## config.mk

```make
export PLATFORM = sky130hd
export DESIGN_NAME = mem_arbiter_2port_flat
export DESIGN_NICKNAME = d
export VERILOG_FILES = /design/src/rtl/mem_arb_pkg.sv /design/src/rtl/mem_arbiter_2port_if.sv /design/src/rtl/sat_counter.sv /design/src/rtl/mem_arbiter_2port.sv /design/src/flat_wrapper.sv
export SDC_FILE = /design/constraint.sdc
export NUM_CORES = 1
export LEC_CHECK = 0
export ABC_AREA = 1
export BUFFER_PORTS_ARGS = -buffer_cell sky130_fd_sc_hd__buf_2
export CAP_MARGIN = 15
export CORE_AREA = 5 5 195 197
export DETAILED_ROUTE_END_ITERATION = 16
export DIE_AREA = 0 0 200 202
export PLACE_DENSITY = 0.42
export SLEW_MARGIN = 20
export SYNTH_ARGS = -nofsm -noshare
export SYNTH_HDL_FRONTEND = slang
export SYNTH_SLANG_ARGS = --single-unit
```

## constraint.sdc

```tcl
create_clock -name clk -period 2.7 [get_ports clk]
set_input_delay 0.27 -clock clk [delete_from_list [all_inputs] [get_ports clk]]
set_output_delay 0.27 -clock clk [all_outputs]
set_load 0.02 [all_outputs]
```

## src/rtl/mem_arb_pkg.sv

```systemverilog
// Shared encodings for the two-client line-memory arbiter.
package mem_arb_pkg;

    typedef enum logic [1:0] {
        IDLE  = 2'd0,
        GNT_I = 2'd1,
        GNT_D = 2'd2,
        TURN  = 2'd3
    } arb_state_t;

    localparam int GNT_IDX_I = 0;
    localparam int GNT_IDX_D = 1;

endpackage

```

## src/rtl/mem_arbiter_2port_if.sv

```systemverilog
// Cache-side, memory-side and status signals of the line-memory arbiter.
interface mem_arbiter_2port_if #(
    parameter int ADDR_W = 28,
    parameter int DATA_W = 128,
    parameter int CNT_W  = 16
);
    logic              i_mem_read_i;
    logic              i_mem_write_i;
    logic [ADDR_W-1:0] i_mem_addr_i;
    logic [DATA_W-1:0] i_mem_wdata_i;
    logic              i_mem_ready_o;
    logic              d_mem_read_i;
    logic              d_mem_write_i;
    logic [ADDR_W-1:0] d_mem_addr_i;
    logic [DATA_W-1:0] d_mem_wdata_i;
    logic              d_mem_ready_o;
    logic [DATA_W-1:0] mem_rdata_i;
    logic              mem_ready_i;
    logic              mem_read_o;
    logic              mem_write_o;
    logic [ADDR_W-1:0] mem_addr_o;
    logic [DATA_W-1:0] mem_wdata_o;
    logic [1:0]        grant_o;
    logic [CNT_W-1:0]  i_grant_cnt_o;
    logic [CNT_W-1:0]  d_grant_cnt_o;

    // Read data goes straight from memory to both caches, so the arbiter side never sees it.
    modport slave (
        input  i_mem_read_i, i_mem_write_i, i_mem_addr_i, i_mem_wdata_i,
        input  d_mem_read_i, d_mem_write_i, d_mem_addr_i, d_mem_wdata_i,
        input  mem_ready_i,
        output i_mem_ready_o, d_mem_ready_o,
        output mem_read_o, mem_write_o, mem_addr_o, mem_wdata_o,
        output grant_o, i_grant_cnt_o, d_grant_cnt_o
    );

    modport master (
        output i_mem_read_i, i_mem_write_i, i_mem_addr_i, i_mem_wdata_i,
        output d_mem_read_i, d_mem_write_i, d_mem_addr_i, d_mem_wdata_i,
        output mem_ready_i, mem_rdata_i,
        input  i_mem_ready_o, d_mem_ready_o,
        input  mem_read_o, mem_write_o, mem_addr_o, mem_wdata_o,
        input  grant_o, i_grant_cnt_o, d_grant_cnt_o
    );

endinterface

```

## src/rtl/sat_counter.sv

```systemverilog
// Saturating up-counter for completed-transaction statistics.
// Latency: count visible the cycle after inc.
// Backpressure: none; holds at all-ones instead of wrapping.
module sat_counter #(
    parameter int W = 16
) (
    input  logic         clk,
    input  logic         rst_n,
    input  logic         inc,
    output logic [W-1:0] cnt
);

    always_ff @(posedge clk or negedge rst_n) begin
        if (!rst_n) begin
            cnt <= '0;
        end else if (inc && (cnt != {W{1'b1}})) begin
            cnt <= cnt + 1'b1;
        end
    end

endmodule

```

## src/rtl/mem_arbiter_2port.sv

```systemverilog
// Shares one line-wide memory port between I-cache and D-cache.
// Latency: 1 cycle request-to-memory; TURN + IDLE between back-to-back grants.
// Backpressure: clients hold until their ready; the loser sees ready = 0.
module mem_arbiter_2port
    import mem_arb_pkg::*;
#(
    parameter int ADDR_W       = 28,
    parameter int DATA_W       = 128,
    parameter int RR_MODE      = 0,
    parameter int STARVE_LIMIT = 15,
    parameter int CNT_W        = 16
) (
    input  logic                      clk,
    input  logic                      rst_n,
    mem_arbiter_2port_if.slave        bus
);

    localparam int SW = (STARVE_LIMIT < 1) ? 1 : $clog2(STARVE_LIMIT + 1);
    localparam logic [SW-1:0] STARVE_MAX = SW'(STARVE_LIMIT);

    arb_state_t        state_q, state_d;
    logic [SW-1:0]     starve_q, starve_d;
    logic              ptr_d_q, ptr_d_d;
    logic              i_req, d_req, pick_i;
    logic              i_inc, d_inc;
    logic              mem_read, mem_write;
    logic [ADDR_W-1:0] mem_addr;
    logic [DATA_W-1:0] mem_wdata;
    logic              i_rdy, d_rdy;
    logic [1:0]        grant;

    assign i_req = bus.i_mem_read_i | bus.i_mem_write_i;
    assign d_req = bus.d_mem_read_i | bus.d_mem_write_i;

    // ptr_d_q set means D wins the next round-robin tie.
    always_ff @(posedge clk or negedge rst_n) begin
        if (!rst_n) begin
            state_q  <= IDLE;
            starve_q <= '0;
            ptr_d_q  <= 1'b1;
        end else begin
            state_q  <= state_d;
            starve_q <= starve_d;
            ptr_d_q  <= ptr_d_d;
        end
    end

    always_comb begin
        state_d   = state_q;
        starve_d  = starve_q;
        ptr_d_d   = ptr_d_q;
        i_inc     = 1'b0;
        d_inc     = 1'b0;
        mem_read  = 1'b0;
        mem_write = 1'b0;
        mem_addr  = '0;
        mem_wdata = '0;
        i_rdy     = 1'b0;
        d_rdy     = 1'b0;
        grant     = 2'b00;
        pick_i    = i_req;
        if (i_req && d_req) begin
            pick_i = (RR_MODE != 0) ? !ptr_d_q : (starve_q >= STARVE_MAX);
        end

        case (state_q)
            IDLE: begin
                if (i_req || d_req) begin
                    state_d = pick_i ? GNT_I : GNT_D;
                    if (RR_MODE == 0) begin
                        if (pick_i) begin
                            starve_d = '0;
                        end else if (i_req && (starve_q < STARVE_MAX)) begin
                            starve_d = starve_q + 1'b1;
                        end
                    end
                end
            end
            GNT_I: begin
                grant[GNT_IDX_I] = 1'b1;
                mem_read  = bus.i_mem_read_i;
                mem_write = bus.i_mem_write_i;
                mem_addr  = bus.i_mem_addr_i;
                mem_wdata = bus.i_mem_wdata_i;
                i_rdy     = bus.mem_ready_i;
                if (bus.mem_ready_i) begin
                    i_inc   = 1'b1;
                    ptr_d_d = !ptr_d_q;
                    state_d = TURN;
                end else if (!i_req) begin
                    state_d = IDLE;
                end
            end
            GNT_D: begin
                grant[GNT_IDX_D] = 1'b1;
                mem_read  = bus.d_mem_read_i;
                mem_write = bus.d_mem_write_i;
                mem_addr  = bus.d_mem_addr_i;
                mem_wdata = bus.d_mem_wdata_i;
                d_rdy     = bus.mem_ready_i;
                if (bus.mem_ready_i) begin
                    d_inc   = 1'b1;
                    ptr_d_d = !ptr_d_q;
                    state_d = TURN;
                end else if (!d_req) begin
                    state_d = IDLE;
                end
            end
            // Dead cycle lets the served cache drop its request before re-arbitration.
            TURN:    state_d = IDLE;
            default: state_d = IDLE;
        endcase
    end

    assign bus.mem_read_o    = mem_read;
    assign bus.mem_write_o   = mem_write;
    assign bus.mem_addr_o    = mem_addr;
    assign bus.mem_wdata_o   = mem_wdata;
    assign bus.i_mem_ready_o = i_rdy;
    assign bus.d_mem_ready_o = d_rdy;
    assign bus.grant_o       = grant;

    sat_counter #(.W(CNT_W)) u_i_cnt (
        .clk   (clk),
        .rst_n (rst_n),
        .inc   (i_inc),
        .cnt   (bus.i_grant_cnt_o)
    );

    sat_counter #(.W(CNT_W)) u_d_cnt (
        .clk   (clk),
        .rst_n (rst_n),
        .inc   (d_inc),
        .cnt   (bus.d_grant_cnt_o)
    );

endmodule

```

## src/flat_wrapper.sv

```systemverilog
// flat-port wrapper written by rule: the top's interface ports become plain ports
module mem_arbiter_2port_flat import mem_arb_pkg::*;
#(
    parameter int ADDR_W       = 28,
    parameter int DATA_W       = 128,
    parameter int RR_MODE      = 0,
    parameter int STARVE_LIMIT = 15,
    parameter int CNT_W        = 16
)
  (clk, rst_n, bus_i_mem_read_i, bus_i_mem_write_i, bus_i_mem_addr_i, bus_i_mem_wdata_i, bus_d_mem_read_i, bus_d_mem_write_i, bus_d_mem_addr_i, bus_d_mem_wdata_i, bus_mem_ready_i, bus_i_mem_ready_o, bus_d_mem_ready_o, bus_mem_read_o, bus_mem_write_o, bus_mem_addr_o, bus_mem_wdata_o, bus_grant_o, bus_i_grant_cnt_o, bus_d_grant_cnt_o);
  mem_arbiter_2port_if #(.ADDR_W(ADDR_W), .DATA_W(DATA_W), .CNT_W(CNT_W)) bus_i ();
  input  logic clk;
  input  logic rst_n;
  input wire logic [$bits(bus_i.i_mem_read_i)-1:0] bus_i_mem_read_i;
  input wire logic [$bits(bus_i.i_mem_write_i)-1:0] bus_i_mem_write_i;
  input wire logic [$bits(bus_i.i_mem_addr_i)-1:0] bus_i_mem_addr_i;
  input wire logic [$bits(bus_i.i_mem_wdata_i)-1:0] bus_i_mem_wdata_i;
  input wire logic [$bits(bus_i.d_mem_read_i)-1:0] bus_d_mem_read_i;
  input wire logic [$bits(bus_i.d_mem_write_i)-1:0] bus_d_mem_write_i;
  input wire logic [$bits(bus_i.d_mem_addr_i)-1:0] bus_d_mem_addr_i;
  input wire logic [$bits(bus_i.d_mem_wdata_i)-1:0] bus_d_mem_wdata_i;
  input wire logic [$bits(bus_i.mem_ready_i)-1:0] bus_mem_ready_i;
  output wire logic [$bits(bus_i.i_mem_ready_o)-1:0] bus_i_mem_ready_o;
  output wire logic [$bits(bus_i.d_mem_ready_o)-1:0] bus_d_mem_ready_o;
  output wire logic [$bits(bus_i.mem_read_o)-1:0] bus_mem_read_o;
  output wire logic [$bits(bus_i.mem_write_o)-1:0] bus_mem_write_o;
  output wire logic [$bits(bus_i.mem_addr_o)-1:0] bus_mem_addr_o;
  output wire logic [$bits(bus_i.mem_wdata_o)-1:0] bus_mem_wdata_o;
  output wire logic [$bits(bus_i.grant_o)-1:0] bus_grant_o;
  output wire logic [$bits(bus_i.i_grant_cnt_o)-1:0] bus_i_grant_cnt_o;
  output wire logic [$bits(bus_i.d_grant_cnt_o)-1:0] bus_d_grant_cnt_o;
  assign bus_i.i_mem_read_i = bus_i_mem_read_i;
  assign bus_i.i_mem_write_i = bus_i_mem_write_i;
  assign bus_i.i_mem_addr_i = bus_i_mem_addr_i;
  assign bus_i.i_mem_wdata_i = bus_i_mem_wdata_i;
  assign bus_i.d_mem_read_i = bus_d_mem_read_i;
  assign bus_i.d_mem_write_i = bus_d_mem_write_i;
  assign bus_i.d_mem_addr_i = bus_d_mem_addr_i;
  assign bus_i.d_mem_wdata_i = bus_d_mem_wdata_i;
  assign bus_i.mem_ready_i = bus_mem_ready_i;
  assign bus_i_mem_ready_o = bus_i.i_mem_ready_o;
  assign bus_d_mem_ready_o = bus_i.d_mem_ready_o;
  assign bus_mem_read_o = bus_i.mem_read_o;
  assign bus_mem_write_o = bus_i.mem_write_o;
  assign bus_mem_addr_o = bus_i.mem_addr_o;
  assign bus_mem_wdata_o = bus_i.mem_wdata_o;
  assign bus_grant_o = bus_i.grant_o;
  assign bus_i_grant_cnt_o = bus_i.i_grant_cnt_o;
  assign bus_d_grant_cnt_o = bus_i.d_grant_cnt_o;
  mem_arbiter_2port #(.ADDR_W(ADDR_W), .DATA_W(DATA_W), .RR_MODE(RR_MODE), .STARVE_LIMIT(STARVE_LIMIT), .CNT_W(CNT_W)) u_core (.clk(clk), .rst_n(rst_n), .bus(bus_i));
endmodule
```

==> summary.txt, run 1 <==
compound-gate portion of the synthesized area: 19.3%
CP required: 2430 ps
final clock skew: 4.28 ps
first-pass GRT wire length: 47.2 mm
Post-CTS Hold Buffers: 0
Core Area: 36100 um2
CTS Sinks: 38
post-DP HPWL: 29.6 mm
post-placement cell count: 1814
TritonCTS Buffers: 5
largest area contributor in the netlist: nand2_1
CP max FO: 54
post-route DRC violation count: 0
1st-pass router iterations: 5
CTS root buf: clkbuf_16
delay-heaviest family, CP: buffers and inverters
postcts setup bufs: 0
Worst-Margin Slew: 525 ps
Slew Viols, Final: 0
worst path bufs/invs: 4
total of warnings raised by yosys: 0
H-tree depth: 2
post-synthesis mux area share: 0%
period utilization: 94.4%
vias in the first global route: 7333
RSZ-0062 raised after global routing: false
violated checks: hold timing
Switch Pwr: 0.00505 W
Peak VDD IR: 0.000502 V
Congestion Overflow GR: 0
count of buffers from port buffering: 512
adder-cell share of the synthesized area: 2.16%
syn avg cell area: 5.33 um2
initial antenna violation count: 10
Multi-input gate area: 3310 um2
clock latency on the worst-skew pair: 290 ps
Synth Area in XOR/XNOR: 1.89%
Final GP Congestion: 0.911
Max clock buf depth: 2
CTS tree: done
largest cells by area after synthesis: nand2_1 36%, dfrtp_1 20%, a21oi_1 17%
Crit Path Class: register to output port
Clock Pin Slew Worst Setup and Hold Paths: 70 ps
total track usage: 15.6%
via/cell ratio: 4.12
register area: 951 um2
Starting Density: 12.9%
WL/cell: 18.8 um
IO Count: 513
Fill cells: 4252
Pint: 0.00310 W
share of cells above drive strength 1: 41.6%
Tot Pwr: 0.00815 W
Clk pwr share: 9.9%
NumNets Final: 1680
final setup fails: 0
via count: 7513
CP Cell Sequence: inv_1, ha_4, buf_12, buf_4, nand2_1, a21oi_4, buf_2
post-synthesis register bit count: 38
Logic pwr share: 79.6%
Die ar.: 40400 um2
DRT Wirelength: 34.3 mm
crit path DAT: 2280 ps
cells after synthesis: 871
post-synth top area share: 36.3%
sequential power share: 10.6%
pwr/cell area: 1020 nW/um2
worst min path class: input port to async pin
Max-slew headroom: 65.0%
mapped cell area: 4640 um2
Max stage delay cell, worst path: dfrtp_1
largest net degree at the start of global routing: 70
Die H: 202 um
critical path capture point type: output port
LEAKAGE: 4.25 nW
site row count: 70
Synthesized Nets: 1198
simple-gate share of the synthesized area: 47.1%
antenna-violating nets left: 0
minimum clock period: 2550 ps
starting DRC count in detailed routing: 354
Area Overhead vs Synth: 72.0%
Die W: 200 um
fmax: 392 MHz
TNS Setup: 0 ps
crit-path max cell delay: 440 ps
Max Cap Viol: 0
critical path startpoint category: register
final hold violations: 38
final non-filler cell total: 1823
status: finished with violations
synth unique cells: 26
Sw Share: 62.0%
Seq/Total Area, Yosys: 20.5%
hold_ws: -40.5 ps
main combinational cell family by area after synthesis: simple AND/OR/NAND/NOR gates
[flip-flops by register name (all words and copies together), names as in the netlist]
signal,count
u_core.state_q,2
u_core.u_i_cnt.cnt,16
u_core.u_d_cnt.cnt,16
u_core.starve_q,4
[cells in the mapped netlist, drive strengths merged]
| cell | number |
|---|---|
| nor2 | 36 |
| nand4 | 15 |
| nor3 | 3 |
| nand2 | 454 |
| nand3 | 27 |
| a31oi | 1 |
| nand3b | 4 |
| buf | 29 |
| clkbuf | 25 |
| clkinv | 2 |
| a21oi | 161 |
| o21ai | 11 |
| o21bai | 1 |
| inv | 46 |
| xnor2 | 1 |
| dfrtp | 38 |
| xor2 | 9 |
| ha | 8 |
[layout make-up]
cell class / count / share of cell area (%)
multi-input combinational: 731 / 41.5
inverter: 48 / 2.29
sequential: 38 / 11.9
clock inverter: 3 / 0.863
clock buffer: 5 / 1.57
timing repair buffer: 529 / 34.5
tap: 468 / 7.34
antenna: 1 / 0.0314
[power groups by stage]
stage | clock network, W | registers, W | logic, W
detailed placement | 0 | 0.000869 | 0.00661
global placement | 0 | 0.000862 | 0.00660
CTS | 0.000826 | 0.000861 | 0.00664
floorplan | 0 | 0.000919 | 0.00378
finish | 0.000803 | 0.000860 | 0.00648
global route | 0.000853 | 0.000884 | 0.00705
[per-stage QoR]
step | utilization, % | area, um2 | setup WS [ps]
2_1_floorplan | - | 4640 | 607
3_3_place_gp | 21.5 | 7770 | 296
3_5_place_dp | 21.5 | 7770 | 245
4_1_cts | 22.1 | 7970 | 86.0
5_1_grt | 22.1 | 7980 | 19.5
6_report | 22.1 | 7980 | 150
[final timing paths]
path | start | end | slack [ps] | depth (start not counted)
max in group asynchronous | rst_n | u_core.u_i_cnt.cnt[8]$_DFFE_PN0P_ | 2380 | 1
setup reg to reg | u_core.state_q[1]$_DFFE_PN0P_ | u_core.u_i_cnt.cnt[2]$_DFFE_PN0P_ | 690 | 7
setup / recovery | u_core.state_q[1]$_DFFE_PN0P_ | bus_mem_wdata_o[2] | 150 | 7
min in group clk | bus_i_mem_read_i | u_core.starve_q[1]$_DFFE_PN0P_ | 400 | 4
hold reg to reg | u_core.starve_q[0]$_DFFE_PN0P_ | u_core.starve_q[0]$_DFFE_PN0P_ | 530 | 1
hold / removal | rst_n | u_core.u_d_cnt.cnt[4]$_DFFE_PN0P_ | -40 | 1
[kinds of logic after synthesis]
group | Yosys count
flops | 38
compound gates | 174
xor+xnor | 10
simple gates | 539
fa+ha+maj | 8
buf+inv | 102
[cells in the final DEF, fill, tap and decap left out]
cell and count:
clkbuf_16 5, diode_2 1, nand4_1 15, a21oi_1 160
nand3b_1 4, nand2_1 449, o21ai_0 4, ha_1 6
nor2_4 7, o21bai_1 1, buf_2 511, nor2_1 26
o21ai_1 1, inv_4 1, inv_2 1, nor2_2 3
clkinv_1 1, o21ai_2 6, xnor2_1 1, nand3_1 27
bufinv_16 2, nor3_1 3, inv_1 45, buf_12 5
a21oi_4 1, a31oi_1 1, buf_4 13, dfrtp_1 38
ha_4 2, nand2_2 5, clkinv_4 1, xor2_1 9
[timing repair]
item,4_1_cts,5_1_grt
setup endpoints to repair,1,1
pin swaps,0,0
resized for setup,1,1
[layer usage]
layer	global-route usage (%)	wire length (um)
met5	0	41
met4	3.11	737
met3	2.63	2280
met2	28.4	17500
met1	19.1	13700
(Power assumes the default switching activity.)
==> run 2, diff against run 1 <==
--- a/config.mk
+++ b/config.mk
@@ -8,11 +8,12 @@
 export ABC_AREA = 1
 export BUFFER_PORTS_ARGS = -buffer_cell sky130_fd_sc_hd__buf_2
 export CAP_MARGIN = 15
-export CORE_AREA = 5 5 195 197
+export CORE_AREA = 5 5 197 199
 export DETAILED_ROUTE_END_ITERATION = 16
-export DIE_AREA = 0 0 200 202
+export DIE_AREA = 0 0 202 204
 export PLACE_DENSITY = 0.42
 export SLEW_MARGIN = 20
 export SYNTH_ARGS = -nofsm -noshare
 export SYNTH_HDL_FRONTEND = slang
+export SYNTH_HIERARCHICAL = 1
 export SYNTH_SLANG_ARGS = --single-unit
==> constraint.sdc (replaced) <==
create_clock -name clk -period 2.7 [get_ports clk]
set_input_delay 0.405 -clock clk [delete_from_list [all_inputs] [get_ports clk]]
set_output_delay 0.405 -clock clk [all_outputs]
set_load 0.02 [all_outputs]
==> run 2 against run 1 <==
Compared with the run above: the run now ends clean; clock-buffer cell count increased by 2; first-iteration DRC count increased by 36%; die area increased by 2.0%; combinational power decreased by 6.2%; non-clock buffer count increased by 7; synthesized cell count increased by 2.0%; critical path type unchanged; highest routed layer unchanged.
==> summary.txt, run 2 <==
status: finished, final reports clean
Post-synth EDFFs: 0
top flop regs: u_core/u_d_cnt/cnt: 16 flops, u_core/u_i_cnt/cnt: 16 flops, u_core/starve_q: 4 flops
Max stage delay cell, worst path: dfrtp_1
Synth top cells by count: 466 x nand2_1, 158 x a21oi_1, 42 x inv_1, 38 x dfrtp_1, 26 x nor2_1
via/cell ratio: 4.22
final clock skew: 3.82 ps
global routing usage on met1: 20.9%
worst min path class: input port to async pin
via count: 7875
critical path startpoint category: register
Seq/Total Area, Yosys: 19.5%
post-route DRC violation count: 0
DP Worst Slack: 309 ps
site row count: 71
share of cells above drive strength 1: 42.1%
post-synthesis register bit count: 38
final hold violations: 0
Crit Path Class: register to output port
crit path DAT: 2210 ps
largest area contributor in the netlist: nand2_1
critical path's most frequent cell: buf_16
count of buffers from port buffering: 512
largest cells by area after synthesis: nand2_1 36%, dfrtp_1 19%, a21oi_1 16%
Core Area: 37000 um2
Max-slew headroom: 64.5%
worst path bufs/invs: 4
met3 Use GR: 3.24%
post-synth top area share: 35.8%
CTS tree: done
Peak VDD IR: 0.000345 V
initial antenna violation count: 11
Switch Pwr: 0.00469 W
Die ar.: 41200 um2
Slew Viols, Final: 0
CTS Sinks: 38
post-route setup slack: 86.5 ps
antenna-violating nets left: 0
Die W: 202 um
LEAKAGE: 4.40 nW
crit-path max cell delay: 440 ps
CP max FO: 40
starting DRC count in detailed routing: 481
Max clock buf depth: 2
top_reg_cell synth: dfrtp_1
CTS root buf: clkbuf_16
post-DP HPWL: 36.4 mm
pwr/cell area: 919 nW/um2
sequential power share: 10.7%
Sw Share: 62.6%
1st-pass router iterations: 5
Area Overhead vs Synth: 66.9%
CP required: 2300 ps
fmax: 383 MHz
ys async rst share: 100%
RSZ-0062 raised after global routing: false
Logic pwr share: 81.2%
Congestion Overflow GR: 0
CP Cell Sequence: inv_1, ha_4, buf_16, buf_16, nand2_1, a21oi_1, buf_2
Final GP Congestion: 1.04
GRT Max-Usage Layer: met2
mapped cell area: 4880 um2
Clock Pin Slew Worst Setup and Hold Paths: 60 ps
period utilization: 96.8%
commonest non-fill, non-tap cell in the layout: buf_2
largest net degree at the start of global routing: 66
Die H: 204 um
most frequent cell after synthesis: nand2_1
final setup fails: 0
TNS Setup: 0 ps
Worst-Margin Slew: 532 ps
Pint: 0.00280 W
vias in the first global route: 7827
total track usage: 19.0%
first-pass GRT wire length: 57.9 mm
commonest cells after routing, fill and taps aside: 511 x buf_2, 466 x nand2_1, 156 x a21oi_1
critical path capture point type: output port
WL/cell: 22.6 um
H-tree depth: 2
synth unique cells: 29
Synthesized Nets: 1215
Clk pwr share: 8.1%
clock latency on the worst-skew pair: 280 ps
GR Util met2: 36.2%
syn avg cell area: 5.50 um2
delay-heaviest family, CP: buffers and inverters
DRT Wirelength: 42.1 mm
total of warnings raised by yosys: 6
minimum clock period: 2610 ps
NumNets Final: 1705
IO Count: 513
Max Cap Viol: 0
cells after synthesis: 888
Starting Density: 13.2%
TritonCTS Buffers: 5
[run 2: cell count changes in the layout (fill, tap and decap cells not counted), sizes merged, moves of 3 or more]
cell | previous run | this run
nand2 | 454 | 472
a21oi | 161 | 158
nand4 | 15 | 20
diode | 1 | 11
clkbuf | 5 | 8
buf | 529 | 535
[run 2: layout make-up]
class / instances / area (um2)
Tap cell: 474 / 593
Clock inverter: 1 / 5.00
Inverter: 50 / 198
Antenna cell: 11 / 27.5
Multi-Input combinational cell: 747 / 3390
Sequential cell: 38 / 951
Fill cell: 4374 / 28900
Clock buffer: 7 / 143
Timing Repair Buffer: 536 / 2840
[run 2: repair_timing]
action,in CTS,in global routing
endpoints found under the setup margin,0,6
setup buffers,0,0
gates resized for setup,0,7
hold buffers,0,0
[run 2: stage by stage]
stage | instance area [um2] | power [W] | utilization [%] | hold WS (ps) | cells
global placement | 7920 | 0.00688 | 21.4 | 515 | 1844
finish | 8150 | 0.00749 | 22.0 | 97.7 | 1864
detailed placement | 7920 | 0.00688 | 21.4 | 515 | 1844
CTS | 8070 | 0.00754 | 21.8 | 307 | 1852
global route | 8140 | 0.00799 | 22.0 | 149 | 1861
floorplan | 4880 | 0.00443 | - | 109 | 888
[run 2: worst reg2reg max path, delay by kind of cell, from the launching register on]
family          cells  cell delay (ps)
simple gates        4              480
buf+inv             4              660
compound gates      1              170
fa+ha+maj           1              220
flops               1              440
[run 2: cells by family (layout without fill, tap and decap cells)]
| group | Yosys count | after routing | share of synthesized area [%] |
|---|---|---|---|
| compound gates | 168 | 168 | 17.6 |
| xor+xnor | 9 | 9 | 1.61 |
| fa+ha+maj | 8 | 8 | 2.05 |
| buf+inv | 103 | 594 | 11.8 |
| flops | 38 | 38 | 19.5 |
| other cells | 0 | 11 | 0 |
| simple gates | 562 | 562 | 47.5 |
[run 2: final timing paths]
kind	slack, ps	cells past startpoint	endpoint	startpoint
max in group asynchronous	2230	1	u_core/state_q[1]$_DFFE_PN0P_	rst_n
min reg2reg	530	2	u_core/u_i_cnt/cnt[15]$_DFFE_PN0P_	u_core/u_i_cnt/cnt[15]$_DFFE_PN0P_
min in group clk	530	2	u_core/u_i_cnt/cnt[15]$_DFFE_PN0P_	u_core/u_i_cnt/cnt[15]$_DFFE_PN0P_
min	100	1	u_core/u_d_cnt/cnt[1]$_DFFE_PN0P_	rst_n
max reg2reg	620	10	u_core/u_i_cnt/cnt[8]$_DFFE_PN0P_	u_core/state_q[1]$_DFFE_PN0P_
max	90	7	bus_mem_wdata_o[114]	u_core/state_q[1]$_DFFE_PN0P_
[run 2: layer usage]
layer	wire, um	part of all wire [%]
met1	15700	37
met2	22400	53
met3	2350	5.6
met4	1680	4.0
met5	12	0.029
[run 2: power groups by stage]
| stage | Combinational (W) | Sequential, W | Clock (W) |
|---|---|---|---|
| 6_report | 0.00608 | 0.000804 | 0.000608 |
| 5_1_grt | 0.00650 | 0.000822 | 0.000662 |
| 2_1_floorplan | 0.00358 | 0.000847 | 0 |
| 4_1_cts | 0.00609 | 0.000805 | 0.000643 |
| 3_5_place_dp | 0.00607 | 0.000815 | 0 |
| 3_3_place_gp | 0.00607 | 0.000810 | 0 |
==> run 3, diff against run 2 <==
--- a/config.mk
+++ b/config.mk
@@ -8,12 +8,11 @@
 export ABC_AREA = 1
 export BUFFER_PORTS_ARGS = -buffer_cell sky130_fd_sc_hd__buf_2
 export CAP_MARGIN = 15
-export CORE_AREA = 5 5 197 199
+export CORE_AREA = 5 5 195 197
 export DETAILED_ROUTE_END_ITERATION = 16
-export DIE_AREA = 0 0 202 204
+export DIE_AREA = 0 0 200 202
 export PLACE_DENSITY = 0.42
 export SLEW_MARGIN = 20
 export SYNTH_ARGS = -nofsm -noshare
 export SYNTH_HDL_FRONTEND = slang
-export SYNTH_HIERARCHICAL = 1
 export SYNTH_SLANG_ARGS = --single-unit
==> run 3 against run 2 <==
Compared with the run above: combinational power grew 7.7%; utilization grew 0.16 points; clock skew grew 0.75 ps; clock-buffer cell count shrank 2; sequential power grew 6.2%; fmax grew 1.0%; global-route usage shrank 3.8 points; flip-flop and latch count is the same; setup slack gained 27 ps; final cell count shrank 1.6%; non-clock buffer count is the same; largest cell class unchanged.
==> summary.txt, run 3 (synthesis results as in run 1) <==
status: finished, final reports clean
Crit Path Class: register to output port
fmax: 387 MHz
Peak VDD IR: 0.000341 V
Congestion Overflow GR: 0
Die H: 202 um
site row count: 70
first-pass GRT wire length: 46.4 mm
H-tree depth: 2
Starting Density: 12.9%
TritonCTS Buffers: 5
clock latency on the worst-skew pair: 280 ps
1st-pass router iterations: 5
Switch Pwr: 0.00504 W
Die ar.: 40400 um2
via count: 7484
via/cell ratio: 4.08
period utilization: 95.8%
reg2reg start: u_core.state_q[1]$_DFFE_PN0P_
post-DP HPWL: 29.1 mm
Pint: 0.00305 W
antenna-violating nets left: 0
commonest cells after routing, fill and taps aside: 512 x buf_2, 449 x nand2_1, 161 x a21oi_1
Worst-Margin Slew: 935 ps
Final GP Congestion: 0.924
final non-filler cell total: 1834
count of buffers from port buffering: 512
LEAKAGE: 4.27 nW
final hold violations: 0
post-placement cell count: 1821
CTS root buf: clkbuf_16
Finished Core Util: 22.2%
placed inst area: 7820 um2
Clk pwr share: 8.4%
Logic pwr share: 81.0%
crit path DAT: 2180 ps
starting DRC count in detailed routing: 459
Sw Share: 62.3%
vias in the first global route: 7286
NumNets Final: 1687
initial antenna violation count: 9
Area Overhead vs Synth: 72.4%
Slew Viols, Final: 0
Fill cells: 4231
worst min path class: input port to async pin
critical path capture point type: output port
RSZ-0062 raised after global routing: false
pwr/cell area: 1010 nW/um2
final clock skew: 4.57 ps
CTS Sinks: 38
post-route DRC violation count: 0
Post-CTS Hold Buffers: 0
Clock Pin Slew Worst Setup and Hold Paths: 60 ps
CP required: 2300 ps
Tot Pwr: 0.00808 W
largest net degree at the start of global routing: 70
CP startpoint: u_core.state_q[0]$_DFFE_PN0P_
post-route cell area: 8000 um2
Max-slew headroom: 37.6%
final setup fails: 0
postcts setup bufs: 0
CTS tree: done
Core Area: 36100 um2
CP max FO: 33
commonest non-fill, non-tap cell in the layout: buf_2
sequential power share: 10.6%
IO Count: 513
WL/cell: 18.4 um
critical path startpoint category: register
DRT Wirelength: 33.7 mm
TNS Setup: 0 ps
Max clock buf depth: 2
Die W: 200 um
total track usage: 15.2%
Resized Gates After CTS: 0
Worst Reg2Reg Path Length in Cells: 7
Max Cap Viol: 0
top flop regs: u_core.u_d_cnt.cnt: 16 flops, u_core.u_i_cnt.cnt: 16 flops, u_core.starve_q: 4 flops
minimum clock period: 2590 ps
share of cells above drive strength 1: 41.8%
==> run 3: area by class of cell <==
cell class	count	area (um2)	share of cell area, %
Inverter	48	183	2.28
Antenna cell	5	12.5	0.156
Timing Repair Buffer	536	2810	35.1
Clock buffer	5	125	1.56
Clock inverter	3	40.0	0.501
Tap cell	468	586	7.32
Sequential cell	38	951	11.9
Multi-Input combinational cell	731	3300	41.2
==> run 3: path summary, 6_finish.rpt <==
path / endpoint / slack (ps)
setup / recovery: bus_mem_wdata_o[32] / 110
hold / removal: u_core.u_d_cnt.cnt[2]$_DFFE_PN0P_ / 260
setup reg to reg: u_core.u_i_cnt.cnt[3]$_DFFE_PN0P_ / 620
hold reg to reg: u_core.u_d_cnt.cnt[15]$_DFFE_PN0P_ / 520
max in group asynchronous: u_core.u_i_cnt.cnt[14]$_DFFE_PN0P_ / 1860
min in group clk: u_core.u_d_cnt.cnt[15]$_DFFE_PN0P_ / 520
==> run 3: per-layer routing <==
metal | track usage, % | share of wire (%)
met1 | 18.2 | 39
met2 | 27.7 | 51
met3 | 3.48 | 8.2
met4 | 3.03 | 1.6
met5 | 0 | 0.14
==> run 3: power groups by stage <==
stage | Sequential, W | Combinational [W] | Clock (W)
2_1_floorplan | 0.000919 | 0.00378 | 0
3_3_place_gp | 0.000862 | 0.00666 | 0
3_5_place_dp | 0.000863 | 0.00668 | 0
4_1_cts | 0.000855 | 0.00670 | 0.000706
5_1_grt | 0.000879 | 0.00710 | 0.000729
6_report | 0.000854 | 0.00655 | 0.000680
==> run 3: metrics by stage <==
stage,hold slack [ps],setup WS (ps)
final,263,114
after global routing,355,4.96
after CTS,301,67.0
after floorplan,109,472
after detailed placement,508,376
after global placement,505,401
==> run 3: worst max-delay path, cell delays in order, from the launching register on <==
cell	delay, ps
dfrtp_1	410
inv_1	190
ha_1	290
inv_4	320
buf_4	370
a21oi_1	100
buf_2	170
